[config.mk]
export PLATFORM = sky130hd
export DESIGN_NAME = multicycle_ctrl
export DESIGN_NICKNAME = d
export VERILOG_FILES = /design/src/rtl/rv_ctrl_pkg.sv /design/src/rtl/mem_wait_timer.sv /design/src/rtl/multicycle_ctrl.sv
export SDC_FILE = /design/constraint.sdc
export NUM_CORES = 1
export LEC_CHECK = 0
export BUFFER_PORTS_ARGS = -buffer_cell sky130_fd_sc_hd__buf_2
export CAP_MARGIN = 20
export CORE_UTILIZATION = 25
export DETAILED_ROUTE_END_ITERATION = 8
export GPL_TIMING_DRIVEN = 0
export PLACE_DENSITY = 0.57
export SETUP_SLACK_MARGIN = 0.02
export SLEW_MARGIN = 10
export SYNTH_ARGS = -nofsm -noshare
export SYNTH_HDL_FRONTEND = slang
export SYNTH_SLANG_ARGS = --single-unit
[constraint.sdc]
create_clock -name clk -period 1.29 [get_ports clk]
set_clock_uncertainty 0.1 [all_clocks]
set_input_delay 0.1935 -clock clk [delete_from_list [all_inputs] [get_ports clk]]
set_output_delay 0.1935 -clock clk [all_outputs]
set_load 0.01 [all_outputs]
[src/rtl/rv_ctrl_pkg.sv]
// Shared encodings for the multicycle controller: FSM states, opcodes,
// ALU operand/class selects and trap causes.
package rv_ctrl_pkg;

  typedef enum logic [3:0] {
    START,
    FETCH,
    DECODE,
    ADDR,
    MEM_RD,
    MEM_WR,
    LD_WB,
    EXEC_R,
    R_WB,
    BRANCH,
    HALT
  } state_t;

  localparam logic [6:0] OP_RTYPE  = 7'b0110011;
  localparam logic [6:0] OP_LOAD   = 7'b0000011;
  localparam logic [6:0] OP_STORE  = 7'b0100011;
  localparam logic [6:0] OP_BRANCH = 7'b1100011;

  localparam logic [1:0] SRCB_REG  = 2'b00;
  localparam logic [1:0] SRCB_FOUR = 2'b01;
  localparam logic [1:0] SRCB_IMM  = 2'b10;
  localparam logic [1:0] SRCB_BOFF = 2'b11;

  localparam logic [1:0] ALU_ADD   = 2'b00;
  localparam logic [1:0] ALU_SUB   = 2'b01;
  localparam logic [1:0] ALU_FUNCT = 2'b10;

  typedef enum logic [1:0] {
    TRAP_NONE    = 2'b00,
    TRAP_ILLEGAL = 2'b01,
    TRAP_TIMEOUT = 2'b10
  } trap_t;

endpackage

[src/rtl/mem_wait_timer.sv]
// Counts cycles spent waiting on memory; flags when the wait budget is used up.
module mem_wait_timer #(
  parameter int unsigned LIMIT = 16
) (
  input  logic clk,
  input  logic rst_n,
  input  logic clr,
  input  logic en,
  output logic expired
);

  logic [7:0] count;

  // Wait counter: cleared on request, otherwise advances while enabled.
  always_ff @(posedge clk or negedge rst_n) begin
    if (!rst_n) begin
      count <= '0;
    end else if (clr) begin
      count <= '0;
    end else if (en) begin
      count <= count + 8'd1;
    end
  end

  assign expired = en && (count == 8'(LIMIT - 1));

endmodule

[src/rtl/multicycle_ctrl.sv]
// Multicycle datapath controller: Moore FSM sequencing fetch, decode,
// memory, ALU and write-back steps, with memory-wait timeout and trap reporting.
module multicycle_ctrl
  import rv_ctrl_pkg::*;
#(
  parameter int unsigned MEM_TIMEOUT = 16
) (
  input  logic       clk,
  input  logic       rst_n,
  input  logic [6:0] opcode,
  input  logic       mem_ready,
  output logic       iord,
  output logic       memread,
  output logic       memwrite,
  output logic       irwrite,
  output logic       pcwrite,
  output logic       pcwritecond,
  output logic       pcsrc,
  output logic       alusrca,
  output logic       regwrite,
  output logic       memtoreg,
  output logic [1:0] alusrcb,
  output logic [1:0] aluop,
  output logic       instr_done,
  output logic [1:0] trap
);

  state_t state, state_next;
  trap_t  trap_q, trap_next;
  logic   wait_en, timer_clr, expired;

  // The counter is zero on entry to any wait state: it is held clear in every
  // non-wait state, and every exit from a wait state happens on a clear.
  assign timer_clr = mem_ready || !wait_en || (state_next != state);

  mem_wait_timer #(
    .LIMIT(MEM_TIMEOUT)
  ) u_timer (
    .clk    (clk),
    .rst_n  (rst_n),
    .clr    (timer_clr),
    .en     (wait_en),
    .expired(expired)
  );

  // State and trap-cause registers.
  always_ff @(posedge clk or negedge rst_n) begin
    if (!rst_n) begin
      state  <= START;
      trap_q <= TRAP_NONE;
    end else begin
      state  <= state_next;
      trap_q <= trap_next;
    end
  end

  // Next-state and per-state datapath controls.
  always_comb begin
    state_next  = state;
    trap_next   = trap_q;
    wait_en     = 1'b0;
    iord        = 1'b0;
    memread     = 1'b0;
    memwrite    = 1'b0;
    irwrite     = 1'b0;
    pcwrite     = 1'b0;
    pcwritecond = 1'b0;
    pcsrc       = 1'b0;
    alusrca     = 1'b0;
    regwrite    = 1'b0;
    memtoreg    = 1'b0;
    alusrcb     = SRCB_REG;
    aluop       = ALU_ADD;
    instr_done  = 1'b0;
    case (state)
      START: state_next = FETCH;
      FETCH: begin
        memread = 1'b1;
        alusrcb = SRCB_FOUR;
        irwrite = mem_ready;
        pcwrite = mem_ready;
        wait_en = 1'b1;
        if (mem_ready) begin
          state_next = DECODE;
        end else if (expired) begin
          state_next = HALT;
          trap_next  = TRAP_TIMEOUT;
        end
      end
      DECODE: begin
        alusrcb = SRCB_BOFF;
        case (opcode)
          OP_RTYPE:           state_next = EXEC_R;
          OP_LOAD, OP_STORE:  state_next = ADDR;
          OP_BRANCH:          state_next = BRANCH;
          default: begin
            state_next = HALT;
            trap_next  = TRAP_ILLEGAL;
          end
        endcase
      end
      ADDR: begin
        alusrca    = 1'b1;
        alusrcb    = SRCB_IMM;
        state_next = (opcode == OP_LOAD) ? MEM_RD : MEM_WR;
      end
      MEM_RD: begin
        memread = 1'b1;
        iord    = 1'b1;
        wait_en = 1'b1;
        if (mem_ready) begin
          state_next = LD_WB;
        end else if (expired) begin
          state_next = HALT;
          trap_next  = TRAP_TIMEOUT;
        end
      end
      MEM_WR: begin
        memwrite   = 1'b1;
        iord       = 1'b1;
        wait_en    = 1'b1;
        instr_done = mem_ready;
        if (mem_ready) begin
          state_next = FETCH;
        end else if (expired) begin
          state_next = HALT;
          trap_next  = TRAP_TIMEOUT;
        end
      end
      LD_WB: begin
        regwrite   = 1'b1;
        memtoreg   = 1'b1;
        instr_done = 1'b1;
        state_next = FETCH;
      end
      EXEC_R: begin
        alusrca    = 1'b1;
        alusrcb    = SRCB_REG;
        aluop      = ALU_FUNCT;
        state_next = R_WB;
      end
      R_WB: begin
        regwrite   = 1'b1;
        instr_done = 1'b1;
        state_next = FETCH;
      end
      BRANCH: begin
        alusrca     = 1'b1;
        alusrcb     = SRCB_REG;
        aluop       = ALU_SUB;
        pcwritecond = 1'b1;
        pcsrc       = 1'b1;
        instr_done  = 1'b1;
        state_next  = FETCH;
      end
      HALT:    state_next = HALT;
      default: state_next = START;
    endcase
  end

  assign trap = trap_q;

endmodule

==> After elaboration in Yosys (flattened, before gate mapping) <==
Index checks and enable logic that the tools add are counted.
{ "word_totals": {"elab_cells": 65, "inputBits": 10, "out_inout_bits": 17, "regBits": 14} }
{ "op_classes": {"addsub": 1, "eq_ne": 19, "muxes": 25, "n_reduce_logical": 17} }
{ "ops": {"columns": ["operator", "n"], "rows": [
  ["$pmux 4 s8", 1],
  ["$eq 4x3->1 const B", 4],
  ["$mux 4", 4],
  ["$mux 8", 2],
  ["$eq 7x6->1 const B", 2],
  ["$eq 4x4->1 const B", 3],
  ["$pmux 4 s3", 1],
  ["$mux 1", 10],
  ["$reduce_or 3->1", 3],
  ["$add 8x1->8 const B", 1],
  ["$eq 4x2->1 const B", 2],
  ["$eq 8x4->1 const B", 1],
  ["$pmux 2 s2", 2],
  ["$reduce_or 2->1", 4],
  ["$reduce_or 4->1", 2],
  ["$eq 7x2->1 const B", 1],
  ["$eq 7x7->1 const B", 1],
  ["$mux 2", 3],
  ["$pmux 2 s3", 1],
  ["$eq 4x1->1 const B", 1],
  ["$logic_not 4->1", 1],
  ["$ne 2x2->1 const B", 2],
  ["$ne 4x4->1", 1],
  ["$reduce_and 4->1", 1],
  ["6 further kinds", 8]
]} }

==> Logic depth before layout (Yosys ltp) <==
{ "logic_depth": {"depth_word": 10, "mapped_depth": 5, "ltp_nobuf": 5} }

==> Hierarchy <==
Synthesis repeated with hierarchy kept, for this count alone.
{ "unflattened": {"cells_unflattened": 121, "hier_area_um2": 972.2} }
{ "by_module_without_submodules": {"columns": ["mod", "area_each_um2", "seq_area_each_um2", "n_inst", "cells_per_inst"], "rows": [
  ["multicycle_ctrl", 558.0, 150.1, 1, 81],
  ["mem_wait_timer", 414.1, 200.2, 1, 40]
]} }

==> Worst setup path before layout <==
No wires, ideal clock.
{ "synth_path": {"kind": "register -> output", "from": "reg state[0]", "to": "out pcwrite", "n_path_buf": 2, "stages_incl_launch_ff": 5, "t_arrival_ns": 1.427, "required_ns": 0.997, "setup_slack_ns": -0.431, "cell_sequence": "dfrtp_1 -> buf_2 -> nand2b_1 -> nor4b_1 -> buf_4"} }
{ "synth_via": {"elab_chain_cells": 2} }
{ "synth_lines": {"columns": ["element", "line_no", "source"], "rows": [
  ["from (decl)", "multicycle_ctrl.sv:28", "state_t state, state_next;"],
  ["from (signal assigned)", "multicycle_ctrl.sv:52", "state <= state_next;"],
  ["$eq 4x1->1", null, null],
  ["$mux 1", null, null],
  ["to (decl)", "multicycle_ctrl.sv:16", "output logic pcwrite,"]
]} }
No other way between the ends.

==> Final worst setup path <==
{ "layout_path": {"from": "reg state[2]", "to": "out memread"} }
{ "layout_via": {"elab_chain_cells": 3, "word_cells_on_any_way": 4, "classes_between": "eq/ne: 2; mux: 1; reduce/logical: 1"} }
{ "layout_lines": {"columns": ["element", "line_no", "source"], "rows": [
  ["$eq 4x3->1 or $eq 4x1->1 (tied branches)", "multicycle_ctrl.sv:75", "case (state)"],
  ["$reduce_or 2->1 (no source line) (*)", null, null],
  ["$mux 1 (*)", "multicycle_ctrl.sv:75", null],
  ["to (decl)", "multicycle_ctrl.sv:13", "output logic memread,"]
]} }
Mark *: on every way between the ends. The rest lies on a longest branch, timed or not.

==> qor.csv <==
stage,metric,value,unit
detailed_routing,dr.pass1.iters,4,
layout,final_core_util,0.503,
cts,cts_buffers,3,
detailed_routing,drc,0,
logic_synthesis,synth_ff_type,dfrtp_1,
outcome,failed_checks,setup timing,
die,die_h,64.5,µm
critical_path,critPathMaxFanout,6,
cts,cts_root_buffer,clkbuf_8,
logic_synthesis,syn_avg_cell_area,8.88,µm²
cts,htreeDepth,1,
timing,final-setup-viol-count,29,
job,drv_cap,0,
global_routing,grt_max_degree,15,
logic_synthesis,synthesis.nets,121,
placed_design,dp.cells,184,
critical_path,cp-end-kind,output port,
logic_synthesis,yosysTopAreaCell,dfrtp_1,
logic_synthesis,synthTopCellsByArea,"dfrtp_1 (36%), nor2_1 (6.9%), xnor2_1 (4.5%)",
cts,clock-sinks,14,
die,core_area,3720,µm²
timing,hold_viol_final,0,
detailed_routing,antenna_left,0,
timing,rsz0062_at_grt,yes,
logic_synthesis,ys_seq_area_frac,0.359,
timing,setup_ws,-0.414,ns
placed_design,place.port_buffers,26,
cts,cts_tree,done,
placed_design,place_ws,-0.186,ns
layout,stdcell_area,1870,µm²
timing,fmax,0.587,GHz
layout,nets,190,
critical_path,worstSetupPathType,reg -> out,
power,ir_worst_vdd,825,µV
die,io_pins,27,
detailed_routing,routedWlPerCell,14.0,µm
logic_synthesis,synth_cell_type_count,43,
cts,clk_latency,0.25,ns
logic_synthesis,syn_area,977,µm²
global_routing,grt_pass1_vias,1057,
logic_synthesis,synth_edf_count,0,
global_routing,antenna_found_initial,0,
detailed_routing,vias,1077,
cts,clk_pin_slew,0.06,ns
die,start_util,0.263,
logic_synthesis,yosys_register_bits,14,
logic_synthesis,async_flop_share,1.00,
cts,cts.path.max_buffers,2,
global_routing,grt_pass1_wl,4800,µm
outcome,outcome,finished with violations,
layout,drive_gt1_frac,0.685,
detailed_routing,drt-vias-per-instance,4.77,
critical_path,r2r_slack,-0.26,ns
logic_synthesis,synth_top_cell_area_share,0.359,
power,p_leak,0.819,nW
placed_design,dpl_cell_area,1220,µm²
power,power_density,2100,nW/µm²
layout,area_growth,91.2,%
logic_synthesis,syn-instance-count,110,
global_routing,track_usage,0.150,
timing,tightestPinTransition,0.325,ns
critical_path,worstPathArrival,1.41,ns
placed_design,place.gp.congestion,0.763,
timing,slew_violations,0,
die,die_w,64.5,µm
die,num_rows,22,
logic_synthesis,yosys_warnings,0,
worst_hold_path,worst_hold_path_type,in -> reg,
layout,layout.cells.non_filler,226,
placed_design,hpwl,1750,µm
critical_path,required,1.00,ns
critical_path,crit_path_start_kind,flop,
timing,fin_crit,1.70,ns
layout,fill_cells,320,
detailed_routing,drt-total-wl,3170,µm
global_routing,grt_overflow_total,0,
timing,relSlewSlack,0.783,
layout,diodes,0,
detailed_routing,drt-initial-drc-count,10,
die,dieArea,4160,µm²
timing,period_share,1.32,
==> sequential cells by signal, summed over array words and instances (netlist names) <==
| name | count |
|---|---|
| u_timer.count | 8 |
| trap | 2 |
| state | 4 |
==> Yosys cell counts (2+ instances only) <==
master     n
o21ai_1    2
inv_2      2
nor2b_1    2
nor3_1     6
xnor2_1    5
inv_1      2
dfrtp_1   14
nor3_2     2
xor2_1     2
a21oi_1    3
nand2b_1   5
nand2_1    9
o21a_1     2
buf_4      5
nor2_1    18
nand3_1    4
==> cell usage in the layout, fill, tap and decap left out, drive strengths merged <==
cell type    netlist  layout
o21a               2       2
xnor2              5       5
and2b              1       1
o311ai             1       1
nand2b             6       6
a31oi              1       1
inv                4       4
a2bb2oi            1       1
xor2               2       2
nor2b              2       2
buf                7      70
nor4               3       3
nor3b              1       1
and3               1       1
o211ai             2       2
nand4              1       1
dfrtp             14      14
a21boi             1       1
o31ai              1       1
nand2             10      10
maj3               1       1
ha                 1       1
nor4b              1       1
a41oi              1       1
a21oi              3       3
nor2              19      19
nand3              4       4
o21ai              3       3
nor3               8       8
and4bb             1       1
clkbuf             0       4
o41ai              1       1
a211oi             1       1
dlygate4sd3        0       1
==> what timing repair did <==
item,CTS,global route
hold buffers,1,0
setup buffers,26,14
endpoints found under the setup margin,29,29
endpoints found under the hold margin,14,0
gates cloned,0,0
pin swaps,20,20
resized for setup,43,27
==> cell type report <==
class | instances | area (µm²) | share of cell area
buffer | 6 | 72.6 | 0.0388
clock buffer | 4 | 55.1 | 0.0295
inverter | 4 | 17.5 | 0.00938
multi-input combinational | 85 | 782 | 0.419
sequential | 14 | 357 | 0.191
tap | 48 | 60.1 | 0.0322
timing repair buffer | 65 | 524 | 0.281
==> kinds of logic (layout without fill, tap and decap cells) <==
logic type / Yosys count / after routing / share of synthesized area
and+or+nand+nor: 58 / 58 / 0.338
AOI/OAI and AO/OA: 18 / 18 / 0.146
DFF: 14 / 14 / 0.359
buffers and inverters: 11 / 79 / 0.0704
xor gates and xnor gates: 7 / 7 / 0.0627
adders and majority gates: 2 / 2 / 0.0243
==> stage by stage <==
| stage | hold WS [ns] | power, mW | setup TNS (ns) |
|---|---|---|---|
| after global routing | 0.241 | 4.12 | -8.87 |
| after global placement | -0.000786 | 2.02 | -1.59 |
| after CTS | 0.209 | 3.41 | -6.05 |
| after detailed placement | 0.0167 | 2.04 | -2.01 |
| final | 0.238 | 3.92 | -7.16 |
| after floorplan | -0.202 | 1.66 | -0.196 |
==> final timing paths <==
path | startpoint | endpoint | cells after the start
max in group asynchronous | rst_n | state[2]$_DFF_PN0_ | 2
worst max register to register | state[3]$_DFF_PN0_ | state[3]$_DFF_PN0_ | 6
worst min register to register | trap[0]$_DFFE_PN0P_ | trap[0]$_DFFE_PN0P_ | 1
worst min-delay path | opcode[6] | state[1]$_DFF_PN0_ | 4
min in group asynchronous | rst_n | u_timer.count[0]$_DFFE_PN0P_ | 2
worst max-delay path | state[2]$_DFF_PN0_ | memread | 5
==> worst max-delay path, stage by stage (launching register included) <==
cell and delay, ns:
dfrtp_2 0.47, buf_8 0.16, buf_12 0.12, xnor2_4 0.11
nor3_2 0.16, buf_2 0.14
==> where the power goes <==
part | total, mW | switching (mW) | leakage (nW) | internal (mW)
clock network | 0.428 | 0.157 | 0.0288 | 0.270
logic | 2.86 | 1.33 | 0.614 | 1.54
registers | 0.631 | 0.104 | 0.176 | 0.527
==> metal layers <==
layer | wire length, µm | global-route usage
met1 | 1430 | 0.190
met5 | 0 | 0
met3 | 39 | 0.0106
met4 | 55 | 0.0750
met2 | 1640 | 0.254
Power figures use the tool's default switching activity.
